==> config.mk <==
export PLATFORM = sky130hd
export DESIGN_NAME = seq_det_prog_ctrl
export DESIGN_NICKNAME = d
export VERILOG_FILES = /design/src/rtl/seq_det_prog_ctrl.sv
export SDC_FILE = /design/constraint.sdc
export NUM_CORES = 1
export LEC_CHECK = 0
export CORE_MARGIN = 3
export CORE_UTILIZATION = 25
export CTS_BUF_LIST = sky130_fd_sc_hd__clkbuf_4
export DETAILED_ROUTE_END_ITERATION = 7
export PLACE_DENSITY_LB_ADDON = 0.1
export SETUP_SLACK_MARGIN = 0.1
export SYNTH_ARGS = -nofsm -noshare
export SYNTH_HDL_FRONTEND = slang
export SYNTH_SLANG_ARGS = --single-unit
==> constraint.sdc <==
create_clock -name clk -period 8.9 [get_ports clk]
set_input_delay 2.225 -clock clk [delete_from_list [all_inputs] [get_ports clk]]
set_output_delay 2.225 -clock clk [all_outputs]
set_load 0.02 [all_outputs]
==> src/rtl/seq_det_prog_ctrl.sv <==
// seq_det_prog_ctrl: runtime-programmable serial pattern detector controller.
// Flow: configure (pattern, length, overlap mode), arm, run, stop.
// The detector counts matches and emits a registered one-cycle match pulse.
// Optional feature macro: SEQ_DET_TIMEOUT_EN. When it is defined, the block
// gains parameter TIMEOUT and a timeout pulse output. A run of TIMEOUT idle
// input cycles in RUN then discards the partially received bits.
module seq_det_prog_ctrl #(
    parameter int MAX_LEN = 8,
    parameter int LEN_W   = 4,
    parameter int CNT_W   = 8
`ifdef SEQ_DET_TIMEOUT_EN
    ,
    parameter int TIMEOUT = 16
`endif
) (
    input  logic               clk,
    input  logic               rstn,
    input  logic               cfg_valid,
    output logic               cfg_ready,
    input  logic [MAX_LEN-1:0] cfg_pattern,
    input  logic [LEN_W-1:0]   cfg_len,
    input  logic               cfg_overlap,
    output logic               cfg_err,
    input  logic               start,
    input  logic               stop,
    input  logic               in,
    input  logic               in_valid,
    output logic               out,
    output logic               busy,
    output logic [CNT_W-1:0]   match_cnt,
`ifdef SEQ_DET_TIMEOUT_EN
    output logic               timeout,
`endif
    output logic               cnt_sat
);

    typedef enum logic [1:0] {IDLE = 2'd0, ARMED = 2'd1, RUN = 2'd2} state_t;

    localparam logic [LEN_W-1:0] MAX_LEN_V = LEN_W'(MAX_LEN);
    localparam logic [CNT_W-1:0] CNT_MAX   = '1;

    state_t             state_reg, state_next;
    logic [MAX_LEN-1:0] pattern_reg;
    logic [LEN_W-1:0]   len_reg;
    logic               overlap_reg;
    // Only the newest MAX_LEN-1 bits need storing; the incoming bit completes the window.
    logic [MAX_LEN-2:0] history_reg;
    logic [MAX_LEN-1:0] history_next;
    logic [MAX_LEN-1:0] len_mask;
    logic [LEN_W-1:0]   fill_reg, fill_inc;
    logic [CNT_W-1:0]   cnt_reg;
    logic               cnt_sat_reg, out_reg, cfg_err_reg;
    logic               cfg_fire, cfg_ok, start_fire, run_step, match;

    assign cfg_ready    = (state_reg != RUN);
    assign cfg_fire     = cfg_valid & cfg_ready;
    assign cfg_ok       = (cfg_len != '0) && (cfg_len <= MAX_LEN_V);
    assign start_fire   = (state_reg == ARMED) & start & ~stop;
    assign run_step     = (state_reg == RUN) & in_valid & ~stop;
    assign history_next = {history_reg, in};
    assign fill_inc     = (fill_reg >= MAX_LEN_V) ? MAX_LEN_V : fill_reg + 1'b1;

    // Compare only the low len bits of the window: bit gi takes part when gi < len.
    genvar gi;
    generate
        for (gi = 0; gi < MAX_LEN; gi++) begin : g_mask
            assign len_mask[gi] = (LEN_W'(gi) < len_reg);
        end
    endgenerate

    assign match = run_step && (fill_inc >= len_reg) &&
                   (((history_next ^ pattern_reg) & len_mask) == '0);

    assign out       = out_reg;
    assign busy      = (state_reg == RUN);
    assign match_cnt = cnt_reg;
    assign cnt_sat   = cnt_sat_reg;
    assign cfg_err   = cfg_err_reg;

`ifdef SEQ_DET_TIMEOUT_EN
    localparam int TO_W = $clog2(TIMEOUT + 1);
    logic [TO_W-1:0] to_cnt_reg;
    logic            timeout_reg;
    logic            to_hit;

    assign to_hit  = (state_reg == RUN) & ~stop & ~in_valid & (to_cnt_reg == TO_W'(TIMEOUT - 1));
    assign timeout = timeout_reg;

    // Idle-cycle counter: restarts on any valid bit, on leaving RUN, and on each expiry.
    always_ff @(posedge clk or negedge rstn) begin
        if (!rstn) begin
            to_cnt_reg  <= '0;
            timeout_reg <= 1'b0;
        end else begin
            timeout_reg <= to_hit;
            if ((state_reg != RUN) || stop || in_valid || to_hit)
                to_cnt_reg <= '0;
            else
                to_cnt_reg <= to_cnt_reg + 1'b1;
        end
    end
`endif

    // Next-state logic: stop overrides everything; IDLE needs a valid config to arm.
    always_comb begin
        state_next = state_reg;
        if (stop) begin
            state_next = IDLE;
        end else begin
            case (state_reg)
                IDLE:    if (cfg_fire && cfg_ok) state_next = ARMED;
                ARMED:   if (start) state_next = RUN;
                RUN:     state_next = RUN;
                default: state_next = IDLE;
            endcase
        end
    end

    // State register.
    always_ff @(posedge clk or negedge rstn) begin
        if (!rstn) state_reg <= IDLE;
        else       state_reg <= state_next;
    end

    // Config registers: accepted configs replace the stored one; rejects only pulse cfg_err.
    always_ff @(posedge clk or negedge rstn) begin
        if (!rstn) begin
            pattern_reg <= '0;
            len_reg     <= '0;
            overlap_reg <= 1'b0;
            cfg_err_reg <= 1'b0;
        end else begin
            cfg_err_reg <= cfg_fire & ~cfg_ok;
            if (cfg_fire && cfg_ok) begin
                pattern_reg <= cfg_pattern;
                len_reg     <= cfg_len;
                overlap_reg <= cfg_overlap;
            end
        end
    end

    // Shift history on each valid bit in RUN; non-overlap mode restarts the fill after a match.
    always_ff @(posedge clk or negedge rstn) begin
        if (!rstn) begin
            history_reg <= '0;
            fill_reg    <= '0;
            out_reg     <= 1'b0;
        end else begin
            out_reg <= match;
            if (start_fire) begin
                history_reg <= '0;
                fill_reg    <= '0;
            end else if (run_step) begin
                history_reg <= history_next[MAX_LEN-2:0];
                fill_reg    <= (match && !overlap_reg) ? '0 : fill_inc;
            end
`ifdef SEQ_DET_TIMEOUT_EN
            else if (to_hit) begin
                fill_reg <= '0;
            end
`endif
        end
    end

    // Saturating match counter; the sticky flag sets on the match that reaches the maximum.
    always_ff @(posedge clk or negedge rstn) begin
        if (!rstn) begin
            cnt_reg     <= '0;
            cnt_sat_reg <= 1'b0;
        end else if (start_fire) begin
            cnt_reg     <= '0;
            cnt_sat_reg <= 1'b0;
        end else if (match && (cnt_reg != CNT_MAX)) begin
            cnt_reg <= cnt_reg + 1'b1;
            if (cnt_reg == CNT_MAX - 1'b1) cnt_sat_reg <= 1'b1;
        end
    end

endmodule

==> results.md, run 1 <==
* Longest Clk Path Bufs at 2
* RD Place Congestion at 0.728
* Logic pwr share at 25.8%
* Post-Place Setup Slack at 3.90 ns
* # diodes at 0
* Critical path depth in cells at 7
* DRT iter0 DRCs at 41
* Most used cell along the critical path: or3_1
* Worst Skew at 0.00684 ns
* Sequential share of power at 51.8%
* Setup Fix Bufs, Post-CTS at 0
* WL/cell at 13.0 um
* Cell Chain, Critical Path: clkdlybuf4s50_1 -> and3b_1 -> o21ai_0 -> or3_1 -> or3_1 -> or4_1 -> a21oi_1
* Fin crit period at 4.60 ns
* Hold buffers post-CTS at 0
* Drt pass-1 iters at 4
* Placed insts at 329
* PD cells at 167 nW/um^2
* Cell Area, Synth at 1950 um^2
* Sequential area share after synthesis at 47.5%
* Clock root cell: clkbuf_4
* Top delay family on crit path: simple AND/OR/NAND/NOR gates
* Worst vdd ir at 63.2 uV
* Pleak at 1.03 nW
* Yosys top cell by area: dfrtp_1
* Slew Limit Fails at 0
* Status: finished clean
* Crit end category: register
* Synth top area share at 47.5%
* Inserted Clock Buffers at 5
* Vias in the first global route at 1556
* Die height at 94.3 um
* Slowest-stage cell, CP: or4_1
* Area post-placement at 2380 um^2
* Most common library cells after synthesis: dfrtp_1 (37), nand2_1 (27), a21oi_1 (18)
* Yosys reg bits at 37
* DR vias at 1520
* R2R cell count at 10
* Hold path depth at 1
* HPWL after DPL at 3220 um
* Total design power at 0.406 mW
* Port bufs at 32
* Largest stage delay, worst path at 0.53 ns
* Total Nets Final at 268
* Pin count of the biggest net entering global routing at 38
* Tcrit/Tclk final at 51.7%
* Share of layout cells above drive strength 1 at 10.1%
* Setup violators final at 0
* Syn. warnings at 0
* Synth Instances at 202
* Final WL at 4380 um
* Switching Share at 32.0%
* Clock Sinks at 37
* P_sw at 0.130 mW
* Minimum hold slack at 0.515 ns
* Max transition margin at 43.7%
* Worst EP required at 9.18 ns
* Startpoint Class: input pin
* Max-cap check violation count at 0
* Final ANT Viol Nets at 0
* Average via count per standard cell at 4.51
* Top post-synthesis cells by area: dfrtp_1 (47%), ha_1 (7.1%), mux2_2 (5.2%), nand2_1 (5.2%), a21oi_1 (4.6%)
* Actual slew at the worst max-slew pin at 0.845 ns
* Setup WS post-layout at 4.30 ns
* Cell variety after synth at 35
* Fin cells at 337
* Clk Latency, worst-skew pair at 0.34 ns
* TritonCTS clock tree: built
* Worst setup path class: in2reg
* Cell area after layout at 2430 um^2
* Hold Path Class: reg2reg
* F_max at 217 MHz
* Global-route wire length before repair at 7470 um
* CTS HTree Levels at 2
* Die Area at 8890 um^2
* Initial Util at 26.3%
* Syn Nets at 233
* Clock Power Share at 22.5%
* Crit Path Max Fanout at 11
* Avg Cell Area, Syn at 9.65 um^2
* Buf+Inv Stages, Crit Path at 1
* DRC at 0
* Setup TNS at 0 ns
* Fin util at 32.8%
* # resized after CTS at 0
* Initial antenna violation count at 0
* Final hold vios at 0
* Grt ovf at 0
* Site Rows at 31
* CP arrival at 4.88 ns
* Most common cell in the netlist: dfrtp_1
* Main synth FF type: dfrtp_1
* Unrepaired setup endpoints after global routing: false
* IO Count at 33
* Async S/R FF share, synth at 100%
* Post-synth EDFFs at 0
* Die span in x at 94.3 um
* Core area at 7410 um^2
* Total GRT Usage at 10.8%
* Reg clk slew, reported paths at 0.12 ns
* Internal Power at 0.276 mW
* Synth-to-layout area growth at 24.8%
[power groups by stage]
stage / logic, mW / registers, mW / clock network, mW
2_1_floorplan: 0.0690 / 0.211 / 0
3_3_place_gp: 0.107 / 0.214 / 0
3_5_place_dp: 0.107 / 0.214 / 0
4_1_cts: 0.108 / 0.211 / 0.0955
5_1_grt: 0.120 / 0.215 / 0.103
6_report: 0.105 / 0.210 / 0.0912
[kinds of logic (layout without fill, tap and decap cells)]
kind of cell / Yosys count / count (layout) / share of synthesized area [%]
muxes: 10 / 10 / 5.71
adders and majority gates: 11 / 11 / 7.06
buffers and inverters: 22 / 58 / 4.36
and+or+nand+nor: 66 / 66 / 16.8
AOI/OAI and AO/OA: 45 / 45 / 13.6
DFF: 37 / 37 / 47.5
xor gates and xnor gates: 11 / 11 / 4.94
[worst paths after layout]
| kind | slack (ns) | start | endpoint |
|---|---|---|---|
| hold reg to reg | 0.52 | cnt_sat$_DFFE_PN0P_ | cnt_sat$_DFFE_PN0P_ |
| setup reg to reg | 5.89 | fill_reg[0]$_DFFE_PN0P_ | match_cnt[6]$_DFFE_PN0P_ |
| min in group asynchronous | 1.98 | rstn | match_cnt[5]$_DFFE_PN0P_ |
| max in group asynchronous | 6.40 | rstn | history_reg[3]$_DFFE_PN0P_ |
| setup / recovery | 4.30 | stop | match_cnt[7]$_DFFE_PN0P_ |
| hold / removal | 0.52 | cnt_sat$_DFFE_PN0P_ | cnt_sat$_DFFE_PN0P_ |
[cells in the final DEF, fill, tap and decap left out, types with 2 or more instances in the layout]
cell             Yosys  final
nand4_1              2      2
nand3_1              4      4
nor3_1               3      3
a21oi_1             18     18
nand2b_1             4      4
inv_1               16     16
xnor2_1              7      7
mux2_2               9      9
buf_4                0      2
or3_1                7      7
clkinv_2             0      2
o21a_1               2      2
or2_2                2      2
o31ai_1              4      4
clkbuf_4             0      6
nand2_1             27     27
o21ai_0             14     14
nor2_1               8      8
or4_1                4      4
xor2_1               4      4
ha_1                11     11
dfrtp_1             37     37
clkdlybuf4s50_1      0     31
[area by class of cell]
class	instances	area (um^2)
Multi-Input combinational cell	143	938
Fill cell	779	4970
Inverter	16	60.1
Clock buffer	6	45.0
Timing Repair Buffer	34	330
Tap cell	99	124
Clock inverter	2	10.0
Sequential cell	37	926
[routing by layer]
layer / share of wire, % / global-route usage (%) / routed length (um) / up-vias
li1: - / - / - / 765
met5: 0 / 0 / 0 / -
met1: 49 / 14.4 / 2140 / 724
met3: 3.8 / 2.64 / 166 / 6
met2: 46 / 16.8 / 2010 / 25
met4: 1.4 / 3.97 / 60 / 0
No activity file was read; power rests on OpenSTA's default activity.
==> inputs of run 2 (changes only) <==
==> constraint.sdc (replaced) <==
create_clock -name clk -period 4 [get_ports clk]
set_input_delay 1 -clock clk [delete_from_list [all_inputs] [get_ports clk]]
set_output_delay 1 -clock clk [all_outputs]
set_load 0.02 [all_outputs]
==> run 2 against run 1 <==
Effect of this change:
- register-to-register slack worse by 4.9 ns
- via count stayed put
- combinational power is 120% higher
- critical path depth stayed put
- design area hardly changed
- clock power is 110% higher
- flip-flop and latch count stayed put
==> results.md, run 2 (synthesis results as in run 1) <==
* Status: finished clean
* Setup WS post-layout at 0.891 ns
* Final WL at 4310 um
* Cell Chain, Critical Path: clkdlybuf4s50_1 -> and3b_1 -> o21ai_0 -> or3_1 -> or3_1 -> or4_1 -> a21oi_1
* Clk Latency, worst-skew pair at 0.34 ns
* TritonCTS clock tree: built
* Port bufs at 32
* Most used cell along the critical path: or3_1
* RR Startpoint: fill_reg[0]$_DFFE_PN0P_
* RD Place Congestion at 0.723
* Setup violators final at 0
* HP Start: cnt_sat$_DFFE_PN0P_
* Grt ovf at 0
* Clock Sinks at 37
* Most common cell after layout, fill and taps aside: dfrtp_1
* HPWL after DPL at 3200 um
* Unrepaired setup endpoints after global routing: false
* Crit Path Max Fanout at 11
* Startpoint Class: input pin
* Share of layout cells above drive strength 1 at 9.66%
* Fin crit period at 3.11 ns
* Tcrit/Tclk final at 77.7%
* Total design power at 0.888 mW
* Initial Util at 26.3%
* Worst Skew at 0.00729 ns
* Die height at 94.3 um
* Slew Limit Fails at 0
* R2R setup slack at 0.97 ns
* Hold Path Class: reg2reg
* Worst setup path class: in2reg
* Pleak at 1.03 nW
* CP startpoint: stop
* DR vias at 1520
* Vias in the first global route at 1528
* IO Count at 33
* Reg clk slew, reported paths at 0.11 ns
* DRT iter0 DRCs at 78
* Fin util at 32.9%
* DRC at 0
* CP arrival at 3.38 ns
* Die span in x at 94.3 um
* Clock root cell: clkbuf_4
* WL/cell at 12.8 um
* Pin count of the biggest net entering global routing at 38
* Longest Clk Path Bufs at 2
* Crit end category: register
* # resized after CTS at 0
* Final ANT Viol Nets at 0
* Inserted Clock Buffers at 5
* Setup TNS at 0 ns
* Site Rows at 31
* PD cells at 365 nW/um^2
* Drt pass-1 iters at 4
* Die Area at 8890 um^2
* Worst vdd ir at 170 uV
* Average via count per standard cell at 4.51
* Slowest-stage cell, CP: or4_1
* Final hold vios at 0
* Total Nets Final at 269
* Max-cap check violation count at 0
* Synth-to-layout area growth at 24.9%
* Max transition margin at 42.4%
* Total GRT Usage at 10.5%
* Setup Fix Bufs, Post-CTS at 0
* Hold buffers post-CTS at 0
* # diodes at 0
* Worst EP required at 4.27 ns
* Largest stage delay, worst path at 0.52 ns
* Core area at 7410 um^2
* Global-route wire length before repair at 7290 um
* CTS HTree Levels at 2
* Actual slew at the worst max-slew pin at 0.863 ns
* Initial antenna violation count at 0
* Post-Place Setup Slack at 0.550 ns
* Most frequent cells in the layout: dfrtp_1 (37), clkdlybuf4s50_1 (31), nand2_1 (27)
* F_max at 322 MHz
-- run 2: cell types whose count changed in the layout (fill, tap and decap cells not counted) --
cell,before,now
buf_4,2,3
clkinv_2,2,0
clkinv_1,0,1
-- run 2: stage by stage --
stage          hold slack [ns]  instances  area, um^2
3_3_place_gp             0.515        330        2390
5_1_grt                  0.558        337        2430
2_1_floorplan            0.481        202        1950
6_report                 0.523        337        2430
4_1_cts                  0.545        337        2430
3_5_place_dp             0.517        330        2390
-- run 2: metal layers --
| layer | part of all wire (%) | GRT usage [%] | vias up |
|---|---|---|---|
| met5 | 0 | 0 | - |
| met3 | 4.7 | 2.88 | 8 |
| met1 | 49 | 13.9 | 714 |
| li1 | - | - | 768 |
| met2 | 45 | 16.4 | 30 |
| met4 | 1.7 | 3.97 | 0 |
-- run 2: layout make-up --
cell class	instances	area, um^2
clock inverter	1	3.75
timing repair buffer	35	338
fill	785	4970
multi-input combinational	143	938
sequential	37	926
tap	99	124
clock buffer	6	45.0
inverter	16	60.1
-- run 2: path summary, 6_finish.rpt --
kind,end,cells past startpoint
min in group asynchronous,fill_reg[1]$_DFFE_PN0P_,1
worst min register to register,cnt_sat$_DFFE_PN0P_,1
worst max-delay path,match_cnt[5]$_DFFE_PN0P_,7
max in group asynchronous,history_reg[6]$_DFFE_PN0P_,1
worst max register to register,match_cnt[6]$_DFFE_PN0P_,10
worst min-delay path,cnt_sat$_DFFE_PN0P_,1
-- run 2: worst max-delay path: cells and delay by family --
family / cells / cell delay [ns]
buffers and inverters: 1 / 0.49
and+or+nand+nor: 4 / 1.62
AOI/OAI and AO/OA: 2 / 0.27
-- run 2: where the power goes --
part | total [mW] | switching (mW) | internal (mW)
Combinational | 0.230 | 0.109 | 0.120
Clock | 0.191 | 0.121 | 0.0707
Sequential | 0.467 | 0.0469 | 0.420
Total | 0.888 | 0.277 | 0.611
==> inputs of run 3 (changes only) <==
==> constraint.sdc (replaced) <==
create_clock -name clk -period 3.03 [get_ports clk]
set_input_delay 0.7575 -clock clk [delete_from_list [all_inputs] [get_ports clk]]
set_output_delay 0.7575 -clock clk [all_outputs]
set_load 0.02 [all_outputs]
==> run 3 against run 2 <==
Effect of this change:
- critical path depth up 4
- setup slack worse by 0.67 ns
- largest power group unchanged
- wire length up 4.5%
- design area up 3.4%
- highest routed layer unchanged
- critical path type is now reg2reg
- combinational power up 37%
- flip-flop and latch count unchanged
==> results.md, run 3 (synthesis results as in run 1) <==
* Setup TNS at 0 ns
* Buf+Inv Stages, Crit Path at 3
* Synth-to-layout area growth at 29.2%
* Die height at 94.3 um
* Longest Clk Path Bufs at 2
* Internal Power at 0.802 mW
* Sequential share of power at 52.2%
* F_max at 356 MHz
* Fin cells at 343
* Site Rows at 31
* Fill count at 770
* IO Count at 33
* Unrepaired setup endpoints after global routing: true
* # diodes at 0
* Worst vdd ir at 221 uV
* Die Area at 8890 um^2
* Most common cell after layout, fill and taps aside: dfrtp_1
* Final ANT Viol Nets at 0
* Total design power at 1.18 mW
* Slowest-stage cell, CP: or4_4
* Core area at 7410 um^2
* Share of layout cells above drive strength 1 at 15.2%
* Status: finished clean
* Register area at 926 um^2
* Initial Util at 26.3%
* Max-cap check violation count at 0
* Grt ovf at 0
* Cell area after layout at 2520 um^2
* Clock Power Share at 21.2%
* Largest stage delay, worst path at 0.51 ns
* Most frequent cells in the layout: dfrtp_1 (37), clkdlybuf4s50_1 (31), nand2_1 (27)
* Actual slew at the worst max-slew pin at 0.847 ns
* Setup violators final at 0
* Worst Skew at 0.00275 ns
* Clock root cell: clkbuf_4
* PD cells at 470 nW/um^2
* Area post-placement at 2420 um^2
* Crit end category: register
* Pleak at 1.07 nW
* CTS HTree Levels at 2
* Hold Path Class: in2async
* Initial antenna violation count at 0
* Worst setup path class: reg2reg
* Startpoint Class: register
* Final hold vios at 0
* Vias in the first global route at 1593
* HPWL after DPL at 3430 um
* Multi-input gate area at 980 um^2
* Max transition margin at 43.5%
* Port bufs at 32
* Fin util at 34.0%
* Fin crit period at 2.81 ns
* Crit Path Max Fanout at 5
* Global-route wire length before repair at 7710 um
* Final WL at 4510 um
* Switching Share at 32.2%
* Cell Chain, Critical Path: inv_1 -> ha_1 -> nand2b_1 -> inv_1 -> ha_1 -> a2111oi_0 -> or3_1 -> or4_4 -> buf_6 -> or3_4 -> a21oi_2
* Total Nets Final at 274
* Drt pass-1 iters at 4
* Reg clk slew, reported paths at 0.11 ns
* DR vias at 1531
* Pin count of the biggest net entering global routing at 38
* Average via count per standard cell at 4.46
* Slew Limit Fails at 0
* Worst EP required at 3.31 ns
* Top delay family on crit path: simple AND/OR/NAND/NOR gates
* Clk Latency, worst-skew pair at 0.34 ns
* DRC at 0
* Die span in x at 94.3 um
* Total GRT Usage at 11.2%
* Tcrit/Tclk final at 92.6%
* Inserted Clock Buffers at 5
* TritonCTS clock tree: built
* CP arrival at 3.08 ns
* Logic pwr share at 26.6%
* WL/cell at 13.1 um
* Placed insts at 335
* Clock Sinks at 37
* RD Place Congestion at 0.725
* P_sw at 0.382 mW
* DRT iter0 DRCs at 71
## run 3: stage by stage
step,hold WS [ns],setup slack [ns]
2_1_floorplan,0.462,0.206
3_3_place_gp,0.505,0.00279
3_5_place_dp,0.512,0.000488
4_1_cts,0.540,0.105
5_1_grt,0.567,0.0759
6_report,0.511,0.225
## run 3: per-layer routing
metal / wire length, um / global-route usage (%) / up-vias
met4: 58 / 3.97 / 0
met2: 2060 / 17.4 / 24
met1: 2180 / 14.8 / 722
li1: - / - / 781
met3: 206 / 3.29 / 4
met5: 0 / 0 / -
## run 3: power by group through the flow
stage	registers (mW)	logic, mW	clock network [mW]
after floorplan	0.619	0.203	0
after global placement	0.629	0.315	0
after detailed placement	0.628	0.318	0
after CTS	0.619	0.319	0.267
after global routing	0.627	0.363	0.286
final	0.618	0.314	0.251
## run 3: path summary, 6_finish.rpt
kind,slack (ns),from,end,depth (start not counted)
min in group clk,0.53,cnt_sat$_DFFE_PN0P_,cnt_sat$_DFFE_PN0P_,1
worst max-delay path,0.22,fill_reg[0]$_DFFE_PN0P_,match_cnt[4]$_DFFE_PN0P_,11
worst min-delay path,0.51,rstn,match_cnt[7]$_DFFE_PN0P_,1
max in group asynchronous,1.99,rstn,history_reg[2]$_DFFE_PN0P_,1
worst max register to register,0.22,fill_reg[0]$_DFFE_PN0P_,match_cnt[4]$_DFFE_PN0P_,11
worst min register to register,0.53,cnt_sat$_DFFE_PN0P_,cnt_sat$_DFFE_PN0P_,1
## run 3: layout make-up
cell class	count	share of cell area (%)
tap	99	4.92
multi-input combinational	143	38.9
timing repair buffer	40	15.1
inverter	16	2.38
clock inverter	3	0.497
sequential	37	36.8
clock buffer	5	1.49
## run 3: what timing repair did
| item | CTS | global route |
|---|---|---|
| endpoints found under the hold margin | 0 | 0 |
| hold buffers | 0 | 0 |
| pin swaps | 0 | 5 |
| setup buffers | 0 | 0 |
| resized for setup | 1 | 9 |
| setup endpoints to repair | 4 | 9 |
## run 3: worst register-to-register path: stages (launching register included)
cell,delay [ns]
dfrtp_1,0.44
inv_1,0.06
ha_1,0.28
nand2b_1,0.09
inv_1,0.05
ha_1,0.26
a2111oi_0,0.08
or3_1,0.34
or4_4,0.51
buf_6,0.14
or3_4,0.36
a21oi_2,0.13
